$ cat src/rtl/if_id_queue_pkg.sv
// ---------------------------------------------------------------------------
// if_id_queue_pkg
//   Shared defaults and sizing helpers for the IF/ID instruction queue.
//   PC_W_DEF / INSTR_W_DEF : default field widths
//   NOP_INSTR_DEF          : instruction shown to decode while the queue is empty
//   count_w()              : occupancy counter width, able to hold 0..DEPTH
//   ptr_w()                : read/write pointer width (at least 1 bit)
// ---------------------------------------------------------------------------
package if_id_queue_pkg;

   localparam int          PC_W_DEF      = 64;
   localparam int          INSTR_W_DEF   = 32;
   localparam logic [31:0] NOP_INSTR_DEF = 32'h0000_0013;

   function automatic int count_w(input int depth);
      return $clog2(depth + 1);
   endfunction

   // A single-entry queue still needs a 1-bit pointer to index its array.
   function automatic int ptr_w(input int depth);
      return (depth > 1) ? $clog2(depth) : 1;
   endfunction

endpackage

$ cat src/rtl/if_id_queue_if.sv
// ---------------------------------------------------------------------------
// if_id_queue_if
//   Fetch-side and decode-side valid/ready bundle of the IF/ID queue.
//   in_valid/in_ready/in_pc/in_instr     : fetch -> queue
//   out_valid/out_ready/out_pc/out_instr : queue -> decode
//   slave  : the queue's view
//   master : the surrounding pipeline's view (fetch producer + decode consumer)
// ---------------------------------------------------------------------------
interface if_id_queue_if
   import if_id_queue_pkg::*;
#(
   parameter int PC_W    = PC_W_DEF,
   parameter int INSTR_W = INSTR_W_DEF
);

   logic               in_valid;
   logic               in_ready;
   logic [PC_W-1:0]    in_pc;
   logic [INSTR_W-1:0] in_instr;

   logic               out_valid;
   logic               out_ready;
   logic [PC_W-1:0]    out_pc;
   logic [INSTR_W-1:0] out_instr;

   modport slave (
      input  in_valid, in_pc, in_instr, out_ready,
      output in_ready, out_valid, out_pc, out_instr
   );

   modport master (
      output in_valid, in_pc, in_instr, out_ready,
      input  in_ready, out_valid, out_pc, out_instr
   );

endinterface

$ cat src/rtl/if_id_queue.sv
// ---------------------------------------------------------------------------
// if_id_queue
//   Small circular FIFO between instruction fetch and decode, replacing the
//   classic IF/ID pipeline register and its stall-write enable.
//   Ports:
//     clk    : clock, rising edge
//     rst_n  : synchronous active-low reset (wins over flush)
//     q      : valid/ready bundle (slave modport), fetch in / decode out
//     flush  : drop every entry; beats push and pop in the same cycle
//     count  : current occupancy, 0..DEPTH
//   Outputs to decode come straight from the storage array at the read
//   pointer, so there is no in_* -> out_* combinational path. The only
//   combinational path is out_ready -> in_ready, which lets a full queue
//   (including DEPTH=1) accept a new entry in the same cycle decode drains one.
// ---------------------------------------------------------------------------
module if_id_queue
   import if_id_queue_pkg::*;
#(
   parameter int                 PC_W      = PC_W_DEF,
   parameter int                 INSTR_W   = INSTR_W_DEF,
   parameter int                 DEPTH     = 2,
   parameter logic [INSTR_W-1:0] NOP_INSTR = INSTR_W'(NOP_INSTR_DEF)
)(
   input  logic                        clk,
   input  logic                        rst_n,
   if_id_queue_if.slave                q,
   input  logic                        flush,
   output logic [count_w(DEPTH)-1:0]   count
);

   localparam int CW = count_w(DEPTH);
   localparam int PW = ptr_w(DEPTH);

   if (DEPTH < 1 || DEPTH > 8) begin : g_bad_depth
      $error("if_id_queue: DEPTH must be in 1..8");
   end

   // Storage holds data only; validity is tracked by count_q, so no reset.
   logic [PC_W-1:0]    pc_mem_q    [DEPTH];
   logic [INSTR_W-1:0] instr_mem_q [DEPTH];

   logic [PW-1:0] wptr_q,  wptr_d;
   logic [PW-1:0] rptr_q,  rptr_d;
   logic [CW-1:0] count_q, count_d;

   logic not_full;
   logic push;
   logic pop;

   // Pointer advance with explicit wrap so non-power-of-two depths work.
   function automatic logic [PW-1:0] ptr_inc(input logic [PW-1:0] p);
      if (p == PW'(DEPTH - 1)) return '0;
      else                     return p + 1'b1;
   endfunction

   assign not_full   = (count_q < CW'(DEPTH));
   assign q.in_ready = not_full || q.out_ready;
   assign q.out_valid = (count_q != '0);

   assign push = q.in_valid  && q.in_ready  && !flush;
   assign pop  = q.out_valid && q.out_ready && !flush;

   always_comb begin
      wptr_d  = wptr_q;
      rptr_d  = rptr_q;
      count_d = count_q;
      if (flush) begin
         wptr_d  = '0;
         rptr_d  = '0;
         count_d = '0;
      end else begin
         if (push) wptr_d = ptr_inc(wptr_q);
         if (pop)  rptr_d = ptr_inc(rptr_q);
         unique case ({push, pop})
            2'b10:   count_d = count_q + 1'b1;
            2'b01:   count_d = count_q - 1'b1;
            default: count_d = count_q;
         endcase
      end
   end

   always_ff @(posedge clk) begin
      if (!rst_n) begin
         wptr_q  <= '0;
         rptr_q  <= '0;
         count_q <= '0;
      end else begin
         wptr_q  <= wptr_d;
         rptr_q  <= rptr_d;
         count_q <= count_d;
      end
   end

   // When full with push+pop, wptr_q equals rptr_q's old slot only after the
   // head has moved on, so the write never clobbers the entry being read.
   always_ff @(posedge clk) begin
      if (rst_n && push) begin
         pc_mem_q[wptr_q]    <= q.in_pc;
         instr_mem_q[wptr_q] <= q.in_instr;
      end
   end

   // Empty queue presents a harmless bubble to decode.
   assign q.out_pc    = q.out_valid ? pc_mem_q[rptr_q]    : '0;
   assign q.out_instr = q.out_valid ? instr_mem_q[rptr_q] : NOP_INSTR;
   assign count       = count_q;

endmodule

$ cat src/flat_wrapper.sv
// flat-port wrapper written by rule: the top's interface ports become plain ports
module if_id_queue_flat import if_id_queue_pkg::*;
#(
   parameter int                 PC_W      = PC_W_DEF,
   parameter int                 INSTR_W   = INSTR_W_DEF,
   parameter int                 DEPTH     = 2,
   parameter logic [INSTR_W-1:0] NOP_INSTR = INSTR_W'(NOP_INSTR_DEF)
)
  (clk, rst_n, flush, count, q_in_valid, q_in_pc, q_in_instr, q_out_ready, q_in_ready, q_out_valid, q_out_pc, q_out_instr);
  if_id_queue_if #(.PC_W(PC_W), .INSTR_W(INSTR_W)) q_i ();
  input  logic clk;
  input  logic rst_n;
  input  logic flush;
  output logic [count_w(DEPTH)-1:0] count;
  input wire logic [$bits(q_i.in_valid)-1:0] q_in_valid;
  input wire logic [$bits(q_i.in_pc)-1:0] q_in_pc;
  input wire logic [$bits(q_i.in_instr)-1:0] q_in_instr;
  input wire logic [$bits(q_i.out_ready)-1:0] q_out_ready;
  output wire logic [$bits(q_i.in_ready)-1:0] q_in_ready;
  output wire logic [$bits(q_i.out_valid)-1:0] q_out_valid;
  output wire logic [$bits(q_i.out_pc)-1:0] q_out_pc;
  output wire logic [$bits(q_i.out_instr)-1:0] q_out_instr;
  assign q_i.in_valid = q_in_valid;
  assign q_i.in_pc = q_in_pc;
  assign q_i.in_instr = q_in_instr;
  assign q_i.out_ready = q_out_ready;
  assign q_in_ready = q_i.in_ready;
  assign q_out_valid = q_i.out_valid;
  assign q_out_pc = q_i.out_pc;
  assign q_out_instr = q_i.out_instr;
  if_id_queue #(.PC_W(PC_W), .INSTR_W(INSTR_W), .DEPTH(DEPTH), .NOP_INSTR(NOP_INSTR)) u_core (.clk(clk), .rst_n(rst_n), .q(q_i), .flush(flush), .count(count));
endmodule
$ cat config.mk
export PLATFORM = sky130hd
export DESIGN_NAME = if_id_queue_flat
export DESIGN_NICKNAME = d
export VERILOG_FILES = /design/src/rtl/if_id_queue_pkg.sv /design/src/rtl/if_id_queue_if.sv /design/src/rtl/if_id_queue.sv /design/src/flat_wrapper.sv
export SDC_FILE = /design/constraint.sdc
export NUM_CORES = 1
export LEC_CHECK = 0
export ABC_AREA = 1
export CELL_PAD_IN_SITES_DETAIL_PLACEMENT = 0
export CELL_PAD_IN_SITES_GLOBAL_PLACEMENT = 2
export CORE_MARGIN = 1
export CORE_UTILIZATION = 29
export DETAILED_ROUTE_END_ITERATION = 8
export GPL_TIMING_DRIVEN = 0
export PLACE_DENSITY = 0.87
export RECOVER_POWER = 25
export SETUP_SLACK_MARGIN = 0.3
export SYNTH_ARGS = -nofsm -noshare
export SYNTH_HDL_FRONTEND = slang
export SYNTH_SLANG_ARGS = --single-unit
$ cat constraint.sdc
create_clock -name clk -period 9.9 [get_ports clk]
set_input_delay 2.97 -clock clk [delete_from_list [all_inputs] [get_ports clk]]
set_output_delay 2.97 -clock clk [all_outputs]
set_load 0.01 [all_outputs]
==> qor.csv <==
stage,metric,value,unit
floorplanning,core_region_area,25180,sq um
finish,area_delta_synth_final,42.90,%
floorplanning,die_area,26320,sq um
pwr,max-vdd-ir-drop,0.00009684,V
place,dp.cells,1092,
timing,period_share,72.31,%
pwr,pwr-share-seq,55.1,%
drt,num_vias,4881,
global_routing,antenna_found_initial,0,
drt,drc,0,
worst_setup_path,critical_path_buf_inv_count,3,
worst_setup_path,arrival,4190,ps
place,preCtsSetupSlack,2739,ps
timing,rsz0062_at_grt,no,
synth,ys_types,15,
finish,fillers,2344,
finish,layoutNonFillerInstCount,1124,
clock_tree,clk-insertion-delay-late,420,ps
worst_setup_path,cp_max_fo,3,
clock_tree,cts-resized-gates,0,
floorplanning,pin_count,201,
synth,synth_area,7446,sq um
worst_setup_path,crit_cells,4,
pwr,intPower,1324,uW
floorplanning,die_h,162.2,um
clock_tree,numCtsBuffers,17,
finish,drive_above_1_share,9.320,%
synth,netlist_instances,553,
worst_hold_path,whs_path_depth,2,
global_routing,grt_overflow,0,
pwr,switching_share,22.00,%
drt,wl,18220,um
clock_tree,clock_sinks,197,
floorplanning,rows,58,
worst_setup_path,slowest_delay,540,ps
clock_tree,ctsHoldBuffers,0,
floorplanning,initial_core_util,29.57,%
synth,yosys.area_share.xor_xnor,0,%
timing,maxSlewHeadroom,36.84,%
worst_setup_path,ff2ff_path_depth,6,
finish,multi_input_area,1341,sq um
pwr,power.leakage,0.003677,uW
pwr,power.switching,373.7,uW
finish,post-route-util,42.25,%
timing,tightest_slew,944.4,ps
clock_tree,cts_tree,done,
pwr,cellPowerDensity,159.6,nW/um^2
synth,ys_ff_latch,197,
place,gp_congestion,0.7000,
worst_setup_path,cp-start-kind,input port,
synth,syn-num-nets,655,
drt,drt_iter0_markers,267,
timing,finalHoldViolations,0,
worst_setup_path,path_common_cell,clkdlybuf4s50_1,
place,port_buffers,200,
run,cap_violations,0,
timing,fmax,0.1397,GHz
drt,first_pass_iters,6,
place,place_hpwl,12460,um
worst_setup_path,required,6930,ps
clock_tree,cts.clk_slew.worst_paths,80,ps
synth,synth_compound_area_share,6.453,%
synth,synthSimpleGateAreaFrac,11.14,%
run_status,run_status,completed,
global_routing,grt_pass1_wl,27850,um
timing,worst_clock_skew,13.19,ps
timing,min_period,7159,ps
synth,synthAdderAreaFrac,0.1680,%
clock_tree,cts_buffer_depth,2,
worst_setup_path,worstSetupPathType,input port to output port,
floorplanning,die_x,162.2,um
timing,fin_ws,2741,ps
finish,nets,883,
clock_tree,htreeDepth,4,
synth,yosysSeqAreaShare,78.78,%
finish,regArea,5866,sq um
worst_setup_path,r2r_slack,7650,ps
worst_setup_path,critPathSlowestCell,clkdlybuf4s50_1,
pwr,clkPwrFrac,38.2,%
finish,n_antenna_cell,0,
worst_hold_path,hold_path.class,flip-flop to flip-flop,
worst_setup_path,critical_path.top_delay_family,buffers and inverters,
drt,final_antenna_net_count,0,
synth,avgSynthCellArea,13.46,sq um
synth,synth_mux_area_share,0,%
pwr,comb_power_share,6.7,%
drt,avgViaCountPerCell,4.343,
timing,report.final.slew_viol_count,0,
worst_setup_path,path_cells,"clkdlybuf4s50_1, inv_1, nand2_1, clkdlybuf4s50_1",
clock_tree,cts-root-buf,clkbuf_16,
synth,synth_top_family_by_area,simple AND/OR/NAND/NOR gates,
global_routing,grtUsageTotal,14.28,%
global_routing,grt_max_degree,28,
clock_tree,cts_setup_buffers,0,
worst_setup_path,endpoint_kind,output port,
synth,yosys_warnings,0,
drt,wl_per_cell,16.21,um
timing,setup_viol,0,
global_routing,grt_pass1_vias,4879,
kinds of logic after synthesis:
group	count (synthesis)
buf+inv	41
simple gates	218
compound gates	96
flops	197
fa+ha+maj	1
worst register-to-register path, stage by stage (launching register included):
cell     delay (ps)
dfxtp_1         350
nand2_1         100
nand2_1         100
nor3_4          730
buf_16          260
buf_16          180
buf_8           200
routing by layer:
layer	global-route usage [%]	up-vias	routed length [um]	share of wire, %
met4	4.288	0	238	1.3
met1	18.24	2357	7942	44
met3	3.166	11	683	3.7
li1	-	2399	-	-
met5	0	-	0	0
met2	24.09	114	9354	51
sequential cells by signal (all words and copies together), names as in the netlist, named ones only:
| signal | count |
|---|---|
| u_core.instr_mem_q | 64 |
| u_core.wptr_q | 1 |
| u_core.rptr_q | 1 |
| u_core.pc_mem_q | 128 |
| u_core.count | 2 |
placed cells by master, fill, tap and decap left out, types with 2 or more instances in the layout:
| cell | netlist | routed |
|---|---|---|
| nand2_1 | 203 | 203 |
| a21oi_1 | 95 | 95 |
| clkbuf_1 | 0 | 2 |
| buf_12 | 0 | 3 |
| buf_2 | 18 | 18 |
| clkdlybuf4s50_1 | 0 | 137 |
| inv_1 | 9 | 9 |
| clkinv_4 | 0 | 2 |
| clkinvlp_4 | 0 | 4 |
| edfxtp_1 | 192 | 192 |
| nor2_1 | 7 | 6 |
| dlygate4sd3_1 | 0 | 63 |
| dfxtp_1 | 5 | 5 |
| nand3_1 | 5 | 5 |
| buf_4 | 5 | 5 |
| inv_8 | 0 | 4 |
| buf_6 | 8 | 8 |
| inv_6 | 0 | 2 |
| buf_16 | 0 | 5 |
| clkbuf_16 | 0 | 17 |
metrics by stage:
stage / setup TNS [ps] / instance area [sq um] / power [uW] / hold slack [ps]
final: 0 / 10640 / 1698 / 507.4
after global routing: 0 / 10640 / 1764 / 534.2
after CTS: 0 / 10640 / 1727 / 509.3
after detailed placement: 0 / 10090 / 1075 / 489.7
after global placement: -180370 / 9866 / 1069 / 476.6
after floorplan: 0 / 7451 / 990.5 / 464.5
power groups by stage:
stage / Combinational [uW] / Sequential, uW / Clock (uW)
floorplan: 34.7 / 956 / 0
global placement: 112 / 957 / 0
detailed placement: 121 / 954 / 0
CTS: 122 / 935 / 670
global route: 124 / 936 / 703
finish: 115 / 935 / 649
layout make-up:
cell class,instances,share of cell area [%]
plain buffers,31,2.046
clock buffers,19,4.069
clock inverters,13,1.082
inverters,10,0.3763
multi-input cells,315,12.61
flip-flops and latches,197,55.13
well taps,330,3.881
repair buffers,209,20.81
synthesized netlist by cell type:
| library cell | instances | area, sq um |
|---|---|---|
| nand2_1 | 203 | 762.0 |
| edfxtp_1 | 192 | 5766 |
| a21oi_1 | 95 | 475.5 |
| buf_2 | 18 | 90.09 |
| inv_1 | 9 | 33.78 |
| buf_6 | 8 | 90.09 |
| nor2_1 | 7 | 26.28 |
| buf_4 | 5 | 37.54 |
| dfxtp_1 | 5 | 100.1 |
| nand3_1 | 5 | 25.02 |
| nor3_1 | 2 | 10.01 |
| ha_1 | 1 | 12.51 |
| inv_4 | 1 | 6.260 |
| nor2_2 | 1 | 6.260 |
| o21ai_0 | 1 | 5.000 |
path summary, 6_finish.rpt:
path | from | end
max reg2reg | u_core.count[1] | u_core.pc_mem_q[0][22]
min reg2reg | u_core.rptr_q | u_core.rptr_q
min | u_core.rptr_q | u_core.rptr_q
max | q_out_ready | q_in_ready
Power figures use the tool's default switching activity.
